$ cat src/rtl/sid_voice_core.sv
// sid_voice_core: simplified three-voice SID with oscillators, waveforms, ADSR envelopes,
// an unfiltered mixer and master volume; voice state advances only on the 1 MHz clk_en.
module sid_voice_core (
  input  logic        sysclk,
  input  logic        n_reset,
  input  logic        clk_en,
  input  logic [4:0]  addr,
  input  logic [7:0]  data,
  input  logic        n_cs,
  input  logic        rw,
  output logic [7:0]  data_out,
  output logic [15:0] audio_out
);

  localparam int unsigned NV     = 3;
  localparam int unsigned NREG   = 25;
  localparam int unsigned ACC_W  = 24;
  localparam int unsigned LFSR_W = 23;
  localparam int unsigned WAVE_W = 12;
  localparam int unsigned ENV_W  = 8;
  localparam int unsigned PROD_W = WAVE_W + ENV_W;
  localparam int unsigned RCNT_W = 15;
  localparam int unsigned ECNT_W = 5;
  localparam int unsigned SUM_W  = 14;
  localparam int unsigned MIX_W  = 18;
  localparam int unsigned AUD_W  = 16;
  localparam logic [LFSR_W-1:0] LFSR_SEED = '1;

  typedef enum logic [1:0] {ATTACK, DECAY, RELEASE} env_state_t;

  function automatic logic [RCNT_W-1:0] rate_period(input logic [3:0] r);
    case (r)
      4'd0:    return 15'd9;
      4'd1:    return 15'd32;
      4'd2:    return 15'd63;
      4'd3:    return 15'd95;
      4'd4:    return 15'd149;
      4'd5:    return 15'd220;
      4'd6:    return 15'd267;
      4'd7:    return 15'd313;
      4'd8:    return 15'd392;
      4'd9:    return 15'd977;
      4'd10:   return 15'd1954;
      4'd11:   return 15'd3126;
      4'd12:   return 15'd3907;
      4'd13:   return 15'd11720;
      4'd14:   return 15'd19532;
      default: return 15'd31251;
    endcase
  endfunction

  // Piecewise-exponential slowdown of decay/release as the level falls
  function automatic logic [ECNT_W-1:0] exp_div(input logic [ENV_W-1:0] e);
    if (e > 8'd93)      return 5'd1;
    else if (e > 8'd54) return 5'd2;
    else if (e > 8'd26) return 5'd4;
    else if (e > 8'd14) return 5'd8;
    else if (e > 8'd6)  return 5'd16;
    else                return 5'd30;
  endfunction

  logic [7:0] regs [NREG];

  always_ff @(posedge sysclk or negedge n_reset) begin
    if (!n_reset) begin
      for (int unsigned i = 0; i < NREG; i++) regs[i] <= '0;
    end else if (!n_cs && !rw && (addr < 5'(NREG))) begin
      regs[addr] <= data;
    end
  end

  logic [3:0] vol;
  logic       v3off;
  assign vol   = regs[24][3:0];
  assign v3off = regs[24][7];

  logic [NV-1:0]     acc_msb;
  logic [NV-1:0]     sum_msb;
  logic [NV-1:0]     test_bit;
  logic [WAVE_W-1:0] wave    [NV];
  logic [ENV_W-1:0]  env_lvl [NV];
  logic [WAVE_W-1:0] vout    [NV];

  for (genvar v = 0; v < NV; v++) begin : g_voice
    localparam int unsigned BASE = 7 * v;
    localparam int unsigned SRC  = (v + NV - 1) % NV;

    logic [15:0]       freq;
    logic [11:0]       pw;
    logic [7:0]        ctrl;
    logic [7:0]        ad;
    logic [7:0]        sr;
    logic [ACC_W-1:0]  acc_q, acc_d, acc_sum;
    logic [LFSR_W-1:0] lfsr_q, lfsr_d;
    logic              src_rose;
    logic [WAVE_W-1:0] saw, tri_w, pulse, noise, wave_c;
    env_state_t        st_q, st_d;
    logic [ENV_W-1:0]  env_q, env_d, sus_lvl;
    logic [RCNT_W-1:0] rcnt_q, rcnt_d, period;
    logic [ECNT_W-1:0] ecnt_q, ecnt_d, ediv;
    logic [3:0]        rate;
    logic              gate_q, step, can_fall;
    logic [PROD_W-1:0] prod;

    assign freq = {regs[BASE+1], regs[BASE]};
    assign pw   = {regs[BASE+3][3:0], regs[BASE+2]};
    assign ctrl = regs[BASE+4];
    assign ad   = regs[BASE+5];
    assign sr   = regs[BASE+6];

    assign acc_sum     = acc_q + ACC_W'(freq);
    assign acc_msb[v]  = acc_q[ACC_W-1];
    assign sum_msb[v]  = acc_sum[ACC_W-1];
    assign test_bit[v] = ctrl[3];
    // Source MSB edge taken from its free-running sum so voices never form a comb loop
    assign src_rose    = ~test_bit[SRC] & ~acc_msb[SRC] & sum_msb[SRC];

    always_comb begin
      acc_d  = acc_q;
      lfsr_d = lfsr_q;
      if (clk_en) begin
        if (ctrl[3]) begin
          acc_d  = '0;
          lfsr_d = LFSR_SEED;
        end else begin
          acc_d = (ctrl[1] && src_rose) ? '0 : acc_sum;
          if (!acc_q[19] && acc_d[19])
            lfsr_d = {lfsr_q[LFSR_W-2:0], lfsr_q[22] ^ lfsr_q[17]};
        end
      end
    end

    assign saw   = acc_q[ACC_W-1:ACC_W-WAVE_W];
    assign tri_w = acc_q[ACC_W-2:ACC_W-WAVE_W-1] ^ {WAVE_W{acc_q[ACC_W-1] ^ (ctrl[2] & acc_msb[SRC])}};
    assign pulse = (saw >= pw) ? '1 : '0;
    assign noise = {lfsr_q[22], lfsr_q[20], lfsr_q[16], lfsr_q[13],
                    lfsr_q[11], lfsr_q[7], lfsr_q[4], lfsr_q[2], 4'b0000};

    always_comb begin
      wave_c = '1;
      if (ctrl[4]) wave_c = wave_c & tri_w;
      if (ctrl[5]) wave_c = wave_c & saw;
      if (ctrl[6]) wave_c = wave_c & pulse;
      if (ctrl[7]) wave_c = wave_c & noise;
      if (ctrl[7:4] == 4'b0000) wave_c = '0;
    end

    assign sus_lvl = {sr[7:4], sr[7:4]};
    assign ediv    = exp_div(env_q);

    // Envelope next-state: gate edges switch phase at once, steps move the level
    always_comb begin
      st_d     = st_q;
      env_d    = env_q;
      rcnt_d   = rcnt_q;
      ecnt_d   = ecnt_q;
      step     = 1'b0;
      can_fall = 1'b0;
      rate     = sr[3:0];
      if (st_q == ATTACK)     rate = ad[7:4];
      else if (st_q == DECAY) rate = ad[3:0];
      period = rate_period(rate);
      if (clk_en) begin
        if (rcnt_q >= period - RCNT_W'(1)) begin
          rcnt_d = '0;
          step   = 1'b1;
        end else begin
          rcnt_d = rcnt_q + RCNT_W'(1);
        end
      end
      if (ctrl[0] && !gate_q) begin
        st_d = ATTACK;
      end else if (!ctrl[0] && gate_q) begin
        st_d = RELEASE;
      end else if (step) begin
        case (st_q)
          ATTACK: begin
            ecnt_d = '0;
            if (env_q != '1) env_d = env_q + ENV_W'(1);
            if (env_q >= 8'hFE) st_d = DECAY;
          end
          DECAY, RELEASE: begin
            can_fall = (st_q == DECAY) ? (env_q > sus_lvl) : (env_q != '0);
            if (can_fall) begin
              if (ecnt_q >= ediv - ECNT_W'(1)) begin
                ecnt_d = '0;
                env_d  = env_q - ENV_W'(1);
              end else begin
                ecnt_d = ecnt_q + ECNT_W'(1);
              end
            end
          end
          default: st_d = RELEASE;
        endcase
      end
    end

    always_ff @(posedge sysclk or negedge n_reset) begin
      if (!n_reset) begin
        acc_q  <= '0;
        lfsr_q <= LFSR_SEED;
        st_q   <= RELEASE;
        env_q  <= '0;
        rcnt_q <= '0;
        ecnt_q <= '0;
        gate_q <= 1'b0;
      end else begin
        acc_q  <= acc_d;
        lfsr_q <= lfsr_d;
        st_q   <= st_d;
        env_q  <= env_d;
        rcnt_q <= rcnt_d;
        ecnt_q <= ecnt_d;
        gate_q <= ctrl[0];
      end
    end

    assign wave[v]    = wave_c;
    assign env_lvl[v] = env_q;
    assign prod       = PROD_W'(wave_c) * PROD_W'(env_q);
    assign vout[v]    = WAVE_W'(prod >> ENV_W);
  end

  logic [SUM_W-1:0] sum_c;
  logic [MIX_W-1:0] mix_c;
  assign sum_c = SUM_W'(vout[0]) + SUM_W'(vout[1]) + (v3off ? SUM_W'(0) : SUM_W'(vout[2]));
  assign mix_c = MIX_W'(sum_c) * MIX_W'(vol);

  always_ff @(posedge sysclk or negedge n_reset) begin
    if (!n_reset) audio_out <= '0;
    else          audio_out <= AUD_W'(mix_c >> 2);
  end

  // Only the voice-3 monitors are readable; everything else reads as zero
  always_ff @(posedge sysclk or negedge n_reset) begin
    if (!n_reset) begin
      data_out <= '0;
    end else if (!n_cs && rw) begin
      case (addr)
        5'h1B:   data_out <= wave[NV-1][WAVE_W-1:4];
        5'h1C:   data_out <= env_lvl[NV-1];
        default: data_out <= '0;
      endcase
    end
  end

endmodule

$ cat config.mk
export PLATFORM = sky130hd
export DESIGN_NAME = sid_voice_core
export DESIGN_NICKNAME = d
export VERILOG_FILES = /design/src/rtl/sid_voice_core.sv
export SDC_FILE = /design/constraint.sdc
export NUM_CORES = 2
export LEC_CHECK = 0
export ABC_CLOCK_PERIOD_IN_PS = 11700
export CORE_MARGIN = 4
export CORE_UTILIZATION = 50
export DETAILED_ROUTE_END_ITERATION = 7
export PLACE_DENSITY = 0.66
export SLEW_MARGIN = 25
export SYNTH_ARGS = -nofsm -noshare
export SYNTH_HDL_FRONTEND = slang
export SYNTH_SLANG_ARGS = --single-unit
export TNS_END_PERCENT = 5
$ cat constraint.sdc
create_clock -name sysclk -period 11.7 [get_ports sysclk]
set_clock_uncertainty 0.1 [all_clocks]
set_input_delay 2.925 -clock sysclk [delete_from_list [all_inputs] [get_ports sysclk]]
set_output_delay 2.925 -clock sysclk [all_outputs]
set_load 0.005 [all_outputs]
# Yosys cells after proc, flatten, opt, wreduce, memory -nomap -nowiden
# Memories as Yosys holds them, arrays and structs flattened.
# Cells that the tools add are included.
# W data, S select, Z words.
# classes
n_lt_le_gt_ge,33
reduce_logical,60
n_addsub,23
n_bitwise,40
muxes,104
eq_ne,26
multipliers,4
# op_table
operator,n
$mux W12,19
$bwmux W200,1
$mux W24,6
$mux W23,6
$and A12 B12 Y12,9
$mux W5,18
$mux W8,10
$add A24 B16 Y24,3
$pmux W8 S2,4
$mul A12 B8 Y20,3
$add A15 B1 Y15 const B,3
$ge A15 B15 Y1,3
$mux W15,3
$sub A15 B1 Y15 const B,3
$demux W8 S5,1
$ge A12 B12 Y1,3
$mux W4,9
$xor A12 B12 Y12,3
$pmux W5 S2,3
$add A8 B1 Y8 const B,3
$ge A8 B8 Y1 const B,3
$gt A8 B3 Y1 const B,3
$gt A8 B4 Y1 const B,3
$gt A8 B5 Y1 const B,3
40 further kinds,165
# word_totals
regBits,458
out_inout_bits,24
memories,3
romBits,720
# mem_list
memory,words,width,rd,rd_ports_with_merged_regs,wr,line,rtl
(no name shown),16,15,1,0,0,32,case (r)
(no name shown),16,15,1,0,0,32,
(no name shown),16,15,1,0,0,32,

# Depth between registers and ports, before layout
# depth
depth_word,15
depth_mapped,49

# Worst setup path after synthesis
# OpenSTA, ideal clock, no wires.
# synth_path
path_type,reg2reg
startpoint,reg g_voice[2].acc_q[12]
endpoint,reg audio_out[14]
n_path_buf,0
required_ps,11520
t_arrival_ps,10060
stages_incl_launch_ff,47
setup_slack_ps,1460
setup_ps,80
synth_period_minus_slack_ps,10240
path_cell_list,dfrtp_1 inv_1 ha_1 nand2b_1 a21oi_1 o21ai_0 a21oi_1 a22o_1 a211oi_1 nand2_1 fa_1 inv_1 fa_1 fa_1 inv_1 fa_1 inv_1 ha_1 [11 not listed] o21bai_1 a21oi_1 o21bai_1 a21oi_1 o21bai_1 a21oi_1 xor2_1 nor2_1 fa_1 inv_1 fa_1 inv_1 ha_1 nor3_1 o21ai_0 a31o_2 a21oi_1 xnor2_1
# synth_between
elab_chain_cells,13
word_cells_on_any_way,15
classes_between,add/sub: 1; mul: 2; order compare: 1; mux: 7; bitwise: 4
# synth_lines
item,line,rtl
"start, declared",93,"logic [ACC_W-1:0] acc_q, acc_d, acc_sum;"
"start signal, assigned",200,acc_q <= '0;
"start signal, assigned",208,acc_q <= acc_d;
"parallel branches: the longest is 5 deep, another holds $ge A12 B12 Y1",-,
$mux W12 (*),143,if (ctrl[6]) wave_c = wave_c & pulse;
$and A12 B12 Y12,144,if (ctrl[7]) wave_c = wave_c & noise;
$mux W12 (*),144,
$mux W12 (*),145,if (ctrl[7:4] == 4'b0000) wave_c = '0;
$mul A12 B8 Y20 (*),220,assign prod = PROD_W'(wave_c) * PROD_W'(env_q);
$mux W12 (*),226,assign sum_c = SUM_W'(vout[0]) + SUM_W'(vout[1]) + (v3off ? SUM_W'(0) : SUM_W'(vout[2]));
$add A13 B12 Y14 (*),226,
$mul A14 B4 Y18 (*),227,assign mix_c = MIX_W'(sum_c) * MIX_W'(vol);
via mix_c[16],225,logic [MIX_W-1:0] mix_c;
"end signal, assigned",231,else audio_out <= AUD_W'(mix_c >> 2);
"end, declared",12,output logic [15:0] audio_out
# Mark *: on every way through the listed nets, which the timed path passes.
# A chain may end at the register's enable or synchronous reset.

# Worst setup path in the final report
# layout_path
startpoint,reg g_voice[1].acc_q[23]
endpoint,reg audio_out[15]
# layout_between
elab_chain_cells,15
word_cells_on_any_way,29
classes_between,add/sub: 2; mul: 3; order compare: 1; mux: 12; bitwise: 11
# layout_lines
item,line
"start, declared",93
"start signal, assigned",200
"start signal, assigned",208
"parallel branches: the longest is 13 deep, another holds $mul A12 B8 Y20",-
$add A13 B12 Y14 (*),226
$mul A14 B4 Y18 (*),227
via mix_c[17],225
# Marked as above.

==> metrics.txt <==
status completed; GRT Total Usage 22.59%; post-route ant nets 0; initial antenna violation count 1; H-tree lvl count 2; Crit. End Element flop; Routed WL per cell 18.07 um; vias in the first global route 27.11k; Relative slew margins 31.97%; CTS buffer count 51; Seq/Total Area, Yosys 28.81%; Crit path max-delay family adder cells; Hold Crit Class flop to flop; post-synth top area cell dfrtp_1; minimum clock period 10.96 ns; final setup violating endpoints 0; DRC Markers 0; most used cell, CP fa_1; DIE AREA 77800 um2; Max VDD drop 0.0008917 V; Die X 278.9 um; setup bufs post-CTS 0; Fin. Hold Viols 0; final WL 87800 um; post-layout util 55.05%; Core ar. 72830 um2; finished layout cell area 40090 um2; crit path max fanout 7; Tcrit/Tclk final 93.63%; fmax 91.28 MHz; final slew viol count 0; Worst EP arrival 11.34 ns; clk sinks 419; IO buf count 41; Post-Syn Nets 4463; Top Ports 42; Clock Latency Late Sink 0.62 ns; power per cell area 327.3 nW/um2; clk buf depth 3; Pre-Repair DR Iteration Count 5; Post-Syn Instances 3851; Seq. cell area 10580 um2; Area after DPL 38170 um2; clk slew on worst S/H paths 0.06 ns; Multi-input gate area 24120 um2; most numerous cell in the Yosys netlist inv_1; Post-Syn Area per Cell 9.530 um2; WS Path Type flop to flop; vias per std cell 5.636; Crit path buffers/inverters 6; Die Ht 278.9 um; Initial Util 50.39%; ys async rst share 100.0%; P_leak 19.54 nW; Yosys warnings 0; row count 99; initial DRC count 1661; crit start category flop; Required @ worst endpoint 12.09 ns; RD Place Congestion 0.8727; hold buffer count at CTS 0; pin count of the biggest net entering global routing 79; commonest register cell after synthesis dfrtp_1; max-cap violation count 0; #FFs+latches synth 419; Synth top area share 23.66%; worst-margin pin slew 1.012 ns; DP HPWL 63870 um; slowest CP cell fa_1; synth top area cells dfrtp_1 24%, ha_1 13%, fa_1 12%; Post-synth EDFFs 0; Worst path max stage delay 0.56 ns; Clock Root Buffer clkbuf_16; first-pass GRT wire length 145000 um; CTS tree built; Remaining Overflow, GRT 0; share of cells above drive strength 1 10.82%; Synth cell types 92; Cell Area, Synth 36700 um2; Layout Nets 4468; number of fill cells 6575; area grow syn2layout 9.249%; Vias 27.38k; Post-synth top cells 399 x inv_1, 374 x ha_1, 347 x dfrtp_1, 299 x nand2_1, 245 x and2_1
[layout make-up]
cell class | count | share of cell area (%)
Multi-Input combinational cell | 2876 | 60.15
Sequential cell | 419 | 26.38
Inverter | 407 | 3.810
Clock buffer | 75 | 3.710
Tap cell | 959 | 2.993
Timing Repair Buffer | 101 | 2.131
Clock inverter | 21 | 0.8207
Antenna cell | 1 | 0.006241
[path summary, 6_finish.rpt]
check / to / cells after the start / slack, ns / start
setup / recovery: audio_out[15]$_DFF_PN0_ / 44 / 0.74 / g_voice[1].acc_q[23]$_DFFE_PN0P_
hold / removal: g_voice[1].gate_q$_DFF_PN0_ / 0 / 0.31 / g_voice[1].ctrl[0]$_DFFE_PN0P_
setup reg to reg: audio_out[15]$_DFF_PN0_ / 44 / 0.74 / g_voice[1].acc_q[23]$_DFFE_PN0P_
hold reg to reg: g_voice[1].gate_q$_DFF_PN0_ / 0 / 0.31 / g_voice[1].ctrl[0]$_DFFE_PN0P_
max in group asynchronous: g_voice[2].rcnt_q[0]$_DFFE_PN0P_ / 3 / 7.34 / n_reset
min in group asynchronous: g_voice[1].rcnt_q[12]$_DFFE_PN0P_ / 1 / 2.21 / n_reset
[through the flow]
step / std cells / TNS [ns] / worst slack (ns) / total power [mW] / hold WS (ns)
5_1_grt: 4858 / -0.002514 / -0.002514 / 14.63 / 0.3293
2_1_floorplan: 3851 / 0 / 1.460 / 9.483 / 0.2798
4_1_cts: 4858 / 0 / 0.2922 / 13.21 / 0.3114
6_report: 4859 / 0 / 0.7450 / 13.12 / 0.3104
3_3_place_gp: 4762 / 0 / 0.4353 / 11.33 / 0.2894
3_5_place_dp: 4762 / 0 / 0.3387 / 11.40 / 0.2981
[state kept, by name (all words and copies together), names as in the netlist]
signal          flops
g_voice.lfsr_q     69
g_voice.freq       48
g_voice.acc_q      72
g_voice.pw         36
g_voice.sr         24
g_voice.gate_q      3
audio_out          16
g_voice.rcnt_q     45
g_voice.ecnt_q     15
g_voice.env_q      24
data_out            8
regs                5
g_voice.ad         24
g_voice.ctrl       24
g_voice.st_q        6
[cell usage in the layout (no fill, tap or decap), types with 82 or more instances in the layout]
master / instances
a21oi_1: 181
and2_1: 245
dfrtp_1: 347
fa_1: 220
ha_1: 374
inv_1: 398
mux2_2: 155
nand2_1: 299
nor2_1: 191
o21ai_0: 132
xnor2_1: 126
xor2_1: 82
[cell families (layout without fill, tap and decap cells)]
logic type	after synthesis	after routing	synth area share [%]
XOR/XNOR	211	211	5.131
AO/OA/AOI/OAI	823	823	15.43
multiplexers	172	172	5.220
adder cells (fa/ha/maj)	594	594	24.75
other	0	1	0
AND/OR/NAND/NOR	1076	1076	14.85
flip-flops	419	419	28.81
buffers and inverters	556	604	5.799
[per-layer routing]
metal / vias to the layer above / global-route usage [%] / share of wire, %
met3: 118 / 2.885 / 4.3
met1: 13510 / 31.88 / 47
met2: 487 / 37.47 / 47
li1: 13270 / - / -
met4: 2 / 5.108 / 2.1
met5: - / 0 / 0.015
[where the power goes]
group          internal [mW]  switching (mW)
clock                   1.04           0.666
combinational           4.09            4.94
sequential              1.95           0.445
total                   7.08            6.05
[timing repair]
| item | CTS | global route |
|---|---|---|
| setup endpoints to repair | 0 | 6 |
| hold endpoints to repair | 0 | 0 |
| resized for setup | 0 | 18 |
Power figures use the tool's default switching activity.
